--- config.mk ---
export PLATFORM = sky130hd
export DESIGN_NAME = trap_ctrl_flat
export DESIGN_NICKNAME = d
export VERILOG_FILES = /design/src/rtl/trap_ctrl_pkg.sv /design/src/rtl/trap_ctrl_if.sv /design/src/rtl/trap_ctrl_irq_sync.sv /design/src/rtl/trap_ctrl.sv /design/src/flat_wrapper.sv
export SDC_FILE = /design/constraint.sdc
export NUM_CORES = 1
export LEC_CHECK = 0
export CAP_MARGIN = 15
export CORE_MARGIN = 4
export CORE_UTILIZATION = 38
export CTS_CLUSTER_DIAMETER = 60
export DETAILED_ROUTE_END_ITERATION = 16
export PLACE_DENSITY = 0.82
export SYNTH_ARGS = -nofsm -noshare
export SYNTH_HDL_FRONTEND = slang
export SYNTH_SLANG_ARGS = --single-unit
--- constraint.sdc ---
create_clock -name clk -period 3.8 [get_ports clk]
set_input_delay 0.76 -clock clk [delete_from_list [all_inputs] [get_ports clk]]
set_output_delay 0.76 -clock clk [all_outputs]
set_load 0.02 [all_outputs]
--- src/rtl/trap_ctrl_pkg.sv ---
// Shared types and constants for the trap sequencer.
package trap_ctrl_pkg;

  typedef enum logic [1:0] {
    IDLE     = 2'd0,
    COMMIT   = 2'd1,
    REDIRECT = 2'd2
  } trap_state_t;

  typedef enum logic {
    KIND_TRAP = 1'b0,
    KIND_MRET = 1'b1
  } trap_kind_t;

  localparam int MCAUSE_CODE_W = 4;

  localparam logic [31:0] TRAP_CAUSE_MTI = 32'h8000_0007;

  localparam logic [3:0] EXC_INSTR_MISALIGN = 4'd0;
  localparam logic [3:0] EXC_INSTR_FAULT    = 4'd1;
  localparam logic [3:0] EXC_ILLEGAL_INSTR  = 4'd2;
  localparam logic [3:0] EXC_BREAKPOINT     = 4'd3;
  localparam logic [3:0] EXC_LOAD_MISALIGN  = 4'd4;
  localparam logic [3:0] EXC_LOAD_FAULT     = 4'd5;
  localparam logic [3:0] EXC_STORE_MISALIGN = 4'd6;
  localparam logic [3:0] EXC_STORE_FAULT    = 4'd7;
  localparam logic [3:0] EXC_ECALL_U        = 4'd8;
  localparam logic [3:0] EXC_ECALL_S        = 4'd9;
  localparam logic [3:0] EXC_ECALL_M        = 4'd11;

  // Synchronous exception cause: the code zero-extended to the mcause width.
  function automatic logic [31:0] exc_cause32(input logic [3:0] code);
    return {28'b0, code};
  endfunction

endpackage

--- src/rtl/trap_ctrl_if.sv ---
// Commit, CSR and fetch-redirect signals of the trap sequencer.
// master = pipeline/CSR/fetch side, slave = trap_ctrl.
interface trap_ctrl_if #(
  parameter int XLEN = 32
);
  logic            commit_valid;
  logic [XLEN-1:0] commit_pc;
  logic [XLEN-1:0] commit_next_pc;
  logic            commit_exc;
  logic [3:0]      commit_exc_code;
  logic [XLEN-1:0] commit_tval;
  logic            commit_mret;

  logic            timer_irq;
  logic            mstatus_mie;
  logic            mie_mtie;
  logic [XLEN-1:0] mtvec;
  logic [XLEN-1:0] mepc;

  logic            trap_enter;
  logic [XLEN-1:0] trap_cause;
  logic [XLEN-1:0] trap_pc;
  logic [XLEN-1:0] trap_val;
  logic            mret_exec;
  logic            flush;
  logic            busy;

  logic            redirect_valid;
  logic [XLEN-1:0] redirect_pc;
  logic            redirect_ready;

  modport master (
    output commit_valid, commit_pc, commit_next_pc, commit_exc,
           commit_exc_code, commit_tval, commit_mret,
           timer_irq, mstatus_mie, mie_mtie, mtvec, mepc, redirect_ready,
    input  trap_enter, trap_cause, trap_pc, trap_val, mret_exec,
           flush, busy, redirect_valid, redirect_pc
  );

  modport slave (
    input  commit_valid, commit_pc, commit_next_pc, commit_exc,
           commit_exc_code, commit_tval, commit_mret,
           timer_irq, mstatus_mie, mie_mtie, mtvec, mepc, redirect_ready,
    output trap_enter, trap_cause, trap_pc, trap_val, mret_exec,
           flush, busy, redirect_valid, redirect_pc
  );

endinterface

--- src/rtl/trap_ctrl_irq_sync.sv ---
// Timer interrupt synchronizer plus MTIE/MIE enable gating.
// The enables come from local CSRs and are used unsynchronized.
module trap_irq_sync #(
  parameter int STAGES = 1
) (
  input  logic clk,
  input  logic rst,
  input  logic irq_i,
  input  logic mstatus_mie_i,
  input  logic mie_mtie_i,
  output logic irq_pend_o
);

  logic irq_s;

  generate
    if (STAGES == 0) begin : g_raw
      assign irq_s = irq_i;
    end else begin : g_sync
      logic [STAGES-1:0] sync_q;

      // Shift the raw interrupt level through the flop chain.
      always_ff @(posedge clk or posedge rst) begin
        if (rst) begin
          sync_q <= '0;
        end else begin
          sync_q[0] <= irq_i;
          for (int i = 1; i < STAGES; i++) begin
            sync_q[i] <= sync_q[i-1];
          end
        end
      end

      assign irq_s = sync_q[STAGES-1];
    end
  endgenerate

  assign irq_pend_o = irq_s & mie_mtie_i & mstatus_mie_i;

endmodule

--- src/rtl/trap_ctrl.sv ---
// Trap sequencer between commit and the M-mode CSR file.
//
// state    | meaning
// ---------+-----------------------------------------------------------
// IDLE     | waiting for a commit; accepts exc > mret > irq (flush Mealy)
// COMMIT   | one-cycle trap_enter or mret_exec strobe, latch target
// REDIRECT | redirect_valid held until fetch raises redirect_ready
module trap_ctrl
  import trap_ctrl_pkg::*;
#(
  parameter int XLEN            = 32,
  parameter int IRQ_SYNC_STAGES = 1
) (
  input  logic       clk,
  input  logic       rst,
  trap_ctrl_if.slave bus
);

  localparam logic [XLEN-1:0] CAUSE_MTI =
    {1'b1, {(XLEN-1-MCAUSE_CODE_W){1'b0}}, TRAP_CAUSE_MTI[MCAUSE_CODE_W-1:0]};

  trap_state_t     state_q, state_d;
  trap_kind_t      kind_q, kind_d;
  logic [XLEN-1:0] cause_q, cause_d;
  logic [XLEN-1:0] pc_q, pc_d;
  logic [XLEN-1:0] val_q, val_d;
  logic [XLEN-1:0] target_q, target_d;

  logic irq_pend;
  logic flush;
  logic trap_enter;
  logic mret_exec;
  logic redirect_valid;

  trap_irq_sync #(
    .STAGES(IRQ_SYNC_STAGES)
  ) u_irq_sync (
    .clk          (clk),
    .rst          (rst),
    .irq_i        (bus.timer_irq),
    .mstatus_mie_i(bus.mstatus_mie),
    .mie_mtie_i   (bus.mie_mtie),
    .irq_pend_o   (irq_pend)
  );

  // State and latched trap information.
  always_ff @(posedge clk or posedge rst) begin
    if (rst) begin
      state_q  <= IDLE;
      kind_q   <= KIND_TRAP;
      cause_q  <= '0;
      pc_q     <= '0;
      val_q    <= '0;
      target_q <= '0;
    end else begin
      state_q  <= state_d;
      kind_q   <= kind_d;
      cause_q  <= cause_d;
      pc_q     <= pc_d;
      val_q    <= val_d;
      target_q <= target_d;
    end
  end

  // Next-state, acceptance arbitration and strobe generation.
  always_comb begin
    state_d        = state_q;
    kind_d         = kind_q;
    cause_d        = cause_q;
    pc_d           = pc_q;
    val_d          = val_q;
    target_d       = target_q;
    flush          = 1'b0;
    trap_enter     = 1'b0;
    mret_exec      = 1'b0;
    redirect_valid = 1'b0;

    case (state_q)
      IDLE: begin
        if (bus.commit_valid) begin
          if (bus.commit_exc) begin
            flush   = 1'b1;
            kind_d  = KIND_TRAP;
            cause_d = {{(XLEN-MCAUSE_CODE_W){1'b0}}, bus.commit_exc_code};
            pc_d    = bus.commit_pc;
            val_d   = bus.commit_tval;
            state_d = COMMIT;
          end else if (bus.commit_mret) begin
            // mret leaves the trap_* registers at their previous values.
            flush   = 1'b1;
            kind_d  = KIND_MRET;
            state_d = COMMIT;
          end else if (irq_pend) begin
            // The committing instruction retires; resume after it.
            flush   = 1'b1;
            kind_d  = KIND_TRAP;
            cause_d = CAUSE_MTI;
            pc_d    = bus.commit_next_pc;
            val_d   = '0;
            state_d = COMMIT;
          end
        end
      end

      COMMIT: begin
        flush      = 1'b1;
        trap_enter = (kind_q == KIND_TRAP);
        mret_exec  = (kind_q == KIND_MRET);
        target_d   = (kind_q == KIND_MRET) ? bus.mepc : bus.mtvec;
        state_d    = REDIRECT;
      end

      REDIRECT: begin
        redirect_valid = 1'b1;
        if (bus.redirect_ready) begin
          state_d = IDLE;
        end
      end

      default: begin
        state_d = IDLE;
      end
    endcase
  end

  assign bus.flush          = flush;
  assign bus.trap_enter     = trap_enter;
  assign bus.mret_exec      = mret_exec;
  assign bus.trap_cause     = cause_q;
  assign bus.trap_pc        = pc_q;
  assign bus.trap_val       = val_q;
  assign bus.busy           = (state_q != IDLE);
  assign bus.redirect_valid = redirect_valid;
  assign bus.redirect_pc    = target_q;

endmodule
--- src/flat_wrapper.sv ---
// flat-port wrapper written by rule: the top's interface ports become plain ports
module trap_ctrl_flat import trap_ctrl_pkg::*;
#(
  parameter int XLEN            = 32,
  parameter int IRQ_SYNC_STAGES = 1
)
  (clk, rst, bus_commit_valid, bus_commit_pc, bus_commit_next_pc, bus_commit_exc, bus_commit_exc_code, bus_commit_tval, bus_commit_mret, bus_timer_irq, bus_mstatus_mie, bus_mie_mtie, bus_mtvec, bus_mepc, bus_redirect_ready, bus_trap_enter, bus_trap_cause, bus_trap_pc, bus_trap_val, bus_mret_exec, bus_flush, bus_busy, bus_redirect_valid, bus_redirect_pc);
  trap_ctrl_if #(.XLEN(XLEN)) bus_i ();
  input  logic clk;
  input  logic rst;
  input wire logic [$bits(bus_i.commit_valid)-1:0] bus_commit_valid;
  input wire logic [$bits(bus_i.commit_pc)-1:0] bus_commit_pc;
  input wire logic [$bits(bus_i.commit_next_pc)-1:0] bus_commit_next_pc;
  input wire logic [$bits(bus_i.commit_exc)-1:0] bus_commit_exc;
  input wire logic [$bits(bus_i.commit_exc_code)-1:0] bus_commit_exc_code;
  input wire logic [$bits(bus_i.commit_tval)-1:0] bus_commit_tval;
  input wire logic [$bits(bus_i.commit_mret)-1:0] bus_commit_mret;
  input wire logic [$bits(bus_i.timer_irq)-1:0] bus_timer_irq;
  input wire logic [$bits(bus_i.mstatus_mie)-1:0] bus_mstatus_mie;
  input wire logic [$bits(bus_i.mie_mtie)-1:0] bus_mie_mtie;
  input wire logic [$bits(bus_i.mtvec)-1:0] bus_mtvec;
  input wire logic [$bits(bus_i.mepc)-1:0] bus_mepc;
  input wire logic [$bits(bus_i.redirect_ready)-1:0] bus_redirect_ready;
  output wire logic [$bits(bus_i.trap_enter)-1:0] bus_trap_enter;
  output wire logic [$bits(bus_i.trap_cause)-1:0] bus_trap_cause;
  output wire logic [$bits(bus_i.trap_pc)-1:0] bus_trap_pc;
  output wire logic [$bits(bus_i.trap_val)-1:0] bus_trap_val;
  output wire logic [$bits(bus_i.mret_exec)-1:0] bus_mret_exec;
  output wire logic [$bits(bus_i.flush)-1:0] bus_flush;
  output wire logic [$bits(bus_i.busy)-1:0] bus_busy;
  output wire logic [$bits(bus_i.redirect_valid)-1:0] bus_redirect_valid;
  output wire logic [$bits(bus_i.redirect_pc)-1:0] bus_redirect_pc;
  assign bus_i.commit_valid = bus_commit_valid;
  assign bus_i.commit_pc = bus_commit_pc;
  assign bus_i.commit_next_pc = bus_commit_next_pc;
  assign bus_i.commit_exc = bus_commit_exc;
  assign bus_i.commit_exc_code = bus_commit_exc_code;
  assign bus_i.commit_tval = bus_commit_tval;
  assign bus_i.commit_mret = bus_commit_mret;
  assign bus_i.timer_irq = bus_timer_irq;
  assign bus_i.mstatus_mie = bus_mstatus_mie;
  assign bus_i.mie_mtie = bus_mie_mtie;
  assign bus_i.mtvec = bus_mtvec;
  assign bus_i.mepc = bus_mepc;
  assign bus_i.redirect_ready = bus_redirect_ready;
  assign bus_trap_enter = bus_i.trap_enter;
  assign bus_trap_cause = bus_i.trap_cause;
  assign bus_trap_pc = bus_i.trap_pc;
  assign bus_trap_val = bus_i.trap_val;
  assign bus_mret_exec = bus_i.mret_exec;
  assign bus_flush = bus_i.flush;
  assign bus_busy = bus_i.busy;
  assign bus_redirect_valid = bus_i.redirect_valid;
  assign bus_redirect_pc = bus_i.redirect_pc;
  trap_ctrl #(.XLEN(XLEN), .IRQ_SYNC_STAGES(IRQ_SYNC_STAGES)) u_core (.clk(clk), .rst(rst), .bus(bus_i));
endmodule
==> results_dict.tcl <==
set metrics [dict create \
    status "finished, final reports clean" \
    cpPeakStageDelay_ns 0.65 \
    drive_gt1_frac 0.0695 \
    ctsHoldBuffers 0 \
    drt_iter0_drc 174 \
    numPlacedInstances 861 \
    ir_worst_vdd_uv 396 \
    row_count 41 \
    die_h_um 123 \
    synth_area_per_cell_sq_um 11.4 \
    cpMaxStageDelayCell "clkdlybuf4s50_1" \
    synth_cell_types 34 \
    stdcell_area_sq_um 8080 \
    gp_congestion 0.824 \
    critPathCaptureType "primary output" \
    max-cap-violations 0 \
    wl_per_cell_um 18.2 \
    vias 4415 \
    r2r_cells 3 \
    fmax_ghz 0.316 \
    synth_xor_area_frac 0 \
    syn_inst 440 \
    grt_pass1_wl_mm 23.9 \
    drc 0 \
    synth_top_family_by_area "compound AO/OA/AOI/OAI gates" \
    slew_viol_final 0 \
    grt_busiest_layer "met2" \
    dieArea_sq_um 15000 \
    cts_max_path_buffers 2 \
    startpoint_type "primary input" \
    portBuffers 278 \
    ys_seq_area_frac 0.526 \
    ys_top_cells_by_area "dfrtp_1 53%, mux2i_1 9.2%, a22o_1 5.8%, buf_4 4.2%, o21ai_0 3.5%" \
    clk_pin_slew_ns 0.07 \
    cts_sinks 105 \
    min_period_ns 3.17 \
    powerDensity_nw_per_um2 702 \
    cp.buffers_inverters 2 \
    postPlaceCellArea_sq_um 7790 \
    tightest_slew_ns 0.777 \
    grt_use_met1 0.235 \
    clock_latency_ns 0.34 \
    wirelength_mm 16.0 \
    layout.cells.non_filler 877 \
    die_w_um 123 \
    synth_seq_cells 105 \
    ant_nets 0 \
    required_ns 3.04 \
    fin_skew_ns 0.00775 \
    critPathKind "in -> out" \
    grt_max_degree 66 \
    antenna_found_initial 0 \
    cts_tree "done" \
    final_cell_mix "278 x clkdlybuf4s50_1, 104 x dfrtp_1, 46 x mux2i_1, 35 x o21ai_0" \
    multi_input_area_sq_um 2060 \
    cts_root_buffer "clkbuf_16" \
    first_pass_iters 4 \
    finalHoldViolations 0 \
    slew_headroom 0.479 \
    fillers 1010 \
    tns_ns 0 \
    cpLargestDelayFamily "buffers and inverters" \
    p_total_mw 5.68 \
    synthSimpleGateAreaFrac 0.0887 \
    grt_pass1_vias 4536 \
    vias_per_cell 5.03 \
    cts_resized 0 \
    core_sq_um 12700 \
    hpwl_mm 12.2 \
    critPathArrivalTime_ns 2.41 \
    worst_hold_path.num_cells 2 \
    area_delta_synth_final_pct 61.7 \
    cts_setup_buffers 0 \
    whs_ns 0.483 \
    period_share 0.833 \
    hold_class "reg -> reg" \
    synth_top_area_share 0.526 \
    grt_usage 0.203 \
    regArea_sq_um 2630 \
    finalSetupViolations 0 \
    synthAdderAreaFrac 0 \
    met2_usage 0.363 \
    layout.nets 873 \
    synth.area.mux_share 0.0922 \
    path_cells "clkdlybuf4s50_1 -> a31oi_1 -> nor2b_1 -> o21ai_0 -> clkdlybuf4s50_1" \
    leakage_nw 3.32 \
    path_max_fanout 2 \
    grt_util_met3 0.0530 \
    cts_inserted_buffers 9 \
    layout_commonest_cell "clkdlybuf4s50_1" \
    cp_common_cell "clkdlybuf4s50_1" \
    synth_compound_area_frac 0.211 \
    antenna_cells 0 \
    cp.depth 5 \
    yosys_warnings 0 \
    overflow 0 \
    start_util 0.393 \
    yosys.area.top_type "dfrtp_1" \
    syn_area_sq_um 4990 \
    ios 306 \
    ctsHtreeMaxLevel 3 \
    rsz0062_at_grt "false" \
]
==> tightest hold or removal path, stage by stage (launching register included) <==
cell,delay [ns]
dfrtp_1,0.34
nand2_1,0.04
o21ai_0,0.06
==> stage by stage <==
step,utilization,worst slack (ns)
after global routing,0.635,0.562
after CTS,0.635,0.668
after floorplan,-,0.279
after detailed placement,0.613,0.692
final,0.635,0.635
after global placement,0.613,0.661
==> kinds of logic (layout without fill, tap and decap cells) <==
| group | after synthesis | after routing |
|---|---|---|
| multiplexers | 46 | 46 |
| AO/OA/AOI/OAI | 139 | 139 |
| flip-flops | 105 | 105 |
| other | 1 | 27 |
| buffers and inverters | 69 | 308 |
| AND/OR/NAND/NOR | 80 | 80 |
==> power by group <==
part	switching, mW	internal [mW]
sequential	0.335	1.60
combinational	1.40	1.44
clock	0.439	0.458
total	2.17	3.50
==> synthesized netlist by cell type, drive strengths merged <==
master,instances
o22a,3
a2bb2oi,18
a31oi,1
and4b,1
nor2,23
o22ai,14
nor3b,1
a21oi,15
o2bb2ai,18
conb,1
inv,3
or2,1
nand4bb,1
o21ai,36
clkinv,1
nand2,33
o21a,1
clkbuf,17
a22o,33
nor2b,1
nand2b,3
dfrtp,105
or3b,1
or4b,14
mux2i,46
buf,48
nand3,1
==> sequential cells by signal, summed over array words and instances (netlist names) <==
| signal | count |
|---|---|
| u_core.state_q | 2 |
| u_core.bus.redirect_pc | 32 |
| u_core.kind_q | 1 |
| u_core.bus.trap_val | 32 |
| u_core.u_irq_sync.g_sync.sync_q | 1 |
| u_core.bus.trap_cause | 5 |
| u_core.bus.trap_pc | 32 |
==> metal layers <==
metal	up-vias	share of wire	routed length, um
met5	-	0	0
met4	0	0.021	329
met3	24	0.076	1210
met2	182	0.53	8390
met1	2136	0.38	6040
li1	2073	-	-
==> final cells by class <==
| type | count | share of cell area |
|---|---|---|
| Inverter | 4 | 0.00217 |
| Multi-Input combinational cell | 292 | 0.255 |
| Tap cell | 172 | 0.0266 |
| Clock inverter | 7 | 0.00743 |
| Timing Repair Buffer | 288 | 0.355 |
| Sequential cell | 105 | 0.325 |
| Clock buffer | 9 | 0.0279 |
==> path summary, 6_finish.rpt <==
| check | from | end | slack, ns |
|---|---|---|---|
| setup / recovery | bus_mstatus_mie | bus_flush | 0.63 |
| hold / removal | u_core.bus.redirect_pc[27]$_DFFE_PP0P_ | u_core.bus.redirect_pc[27]$_DFFE_PP0P_ | 0.48 |
| setup reg to reg | u_core.state_q[0]$_DFFE_PP0P_ | u_core.bus.trap_val[17]$_DFFE_PP0P_ | 1.72 |
| hold reg to reg | u_core.bus.redirect_pc[27]$_DFFE_PP0P_ | u_core.bus.redirect_pc[27]$_DFFE_PP0P_ | 0.48 |
| max in group asynchronous | rst | u_core.bus.redirect_pc[24]$_DFFE_PP0P_ | 2.22 |
| min in group asynchronous | rst | u_core.bus.trap_val[17]$_DFFE_PP0P_ | 0.85 |
Note: power is estimated with default switching activity, not from simulation.
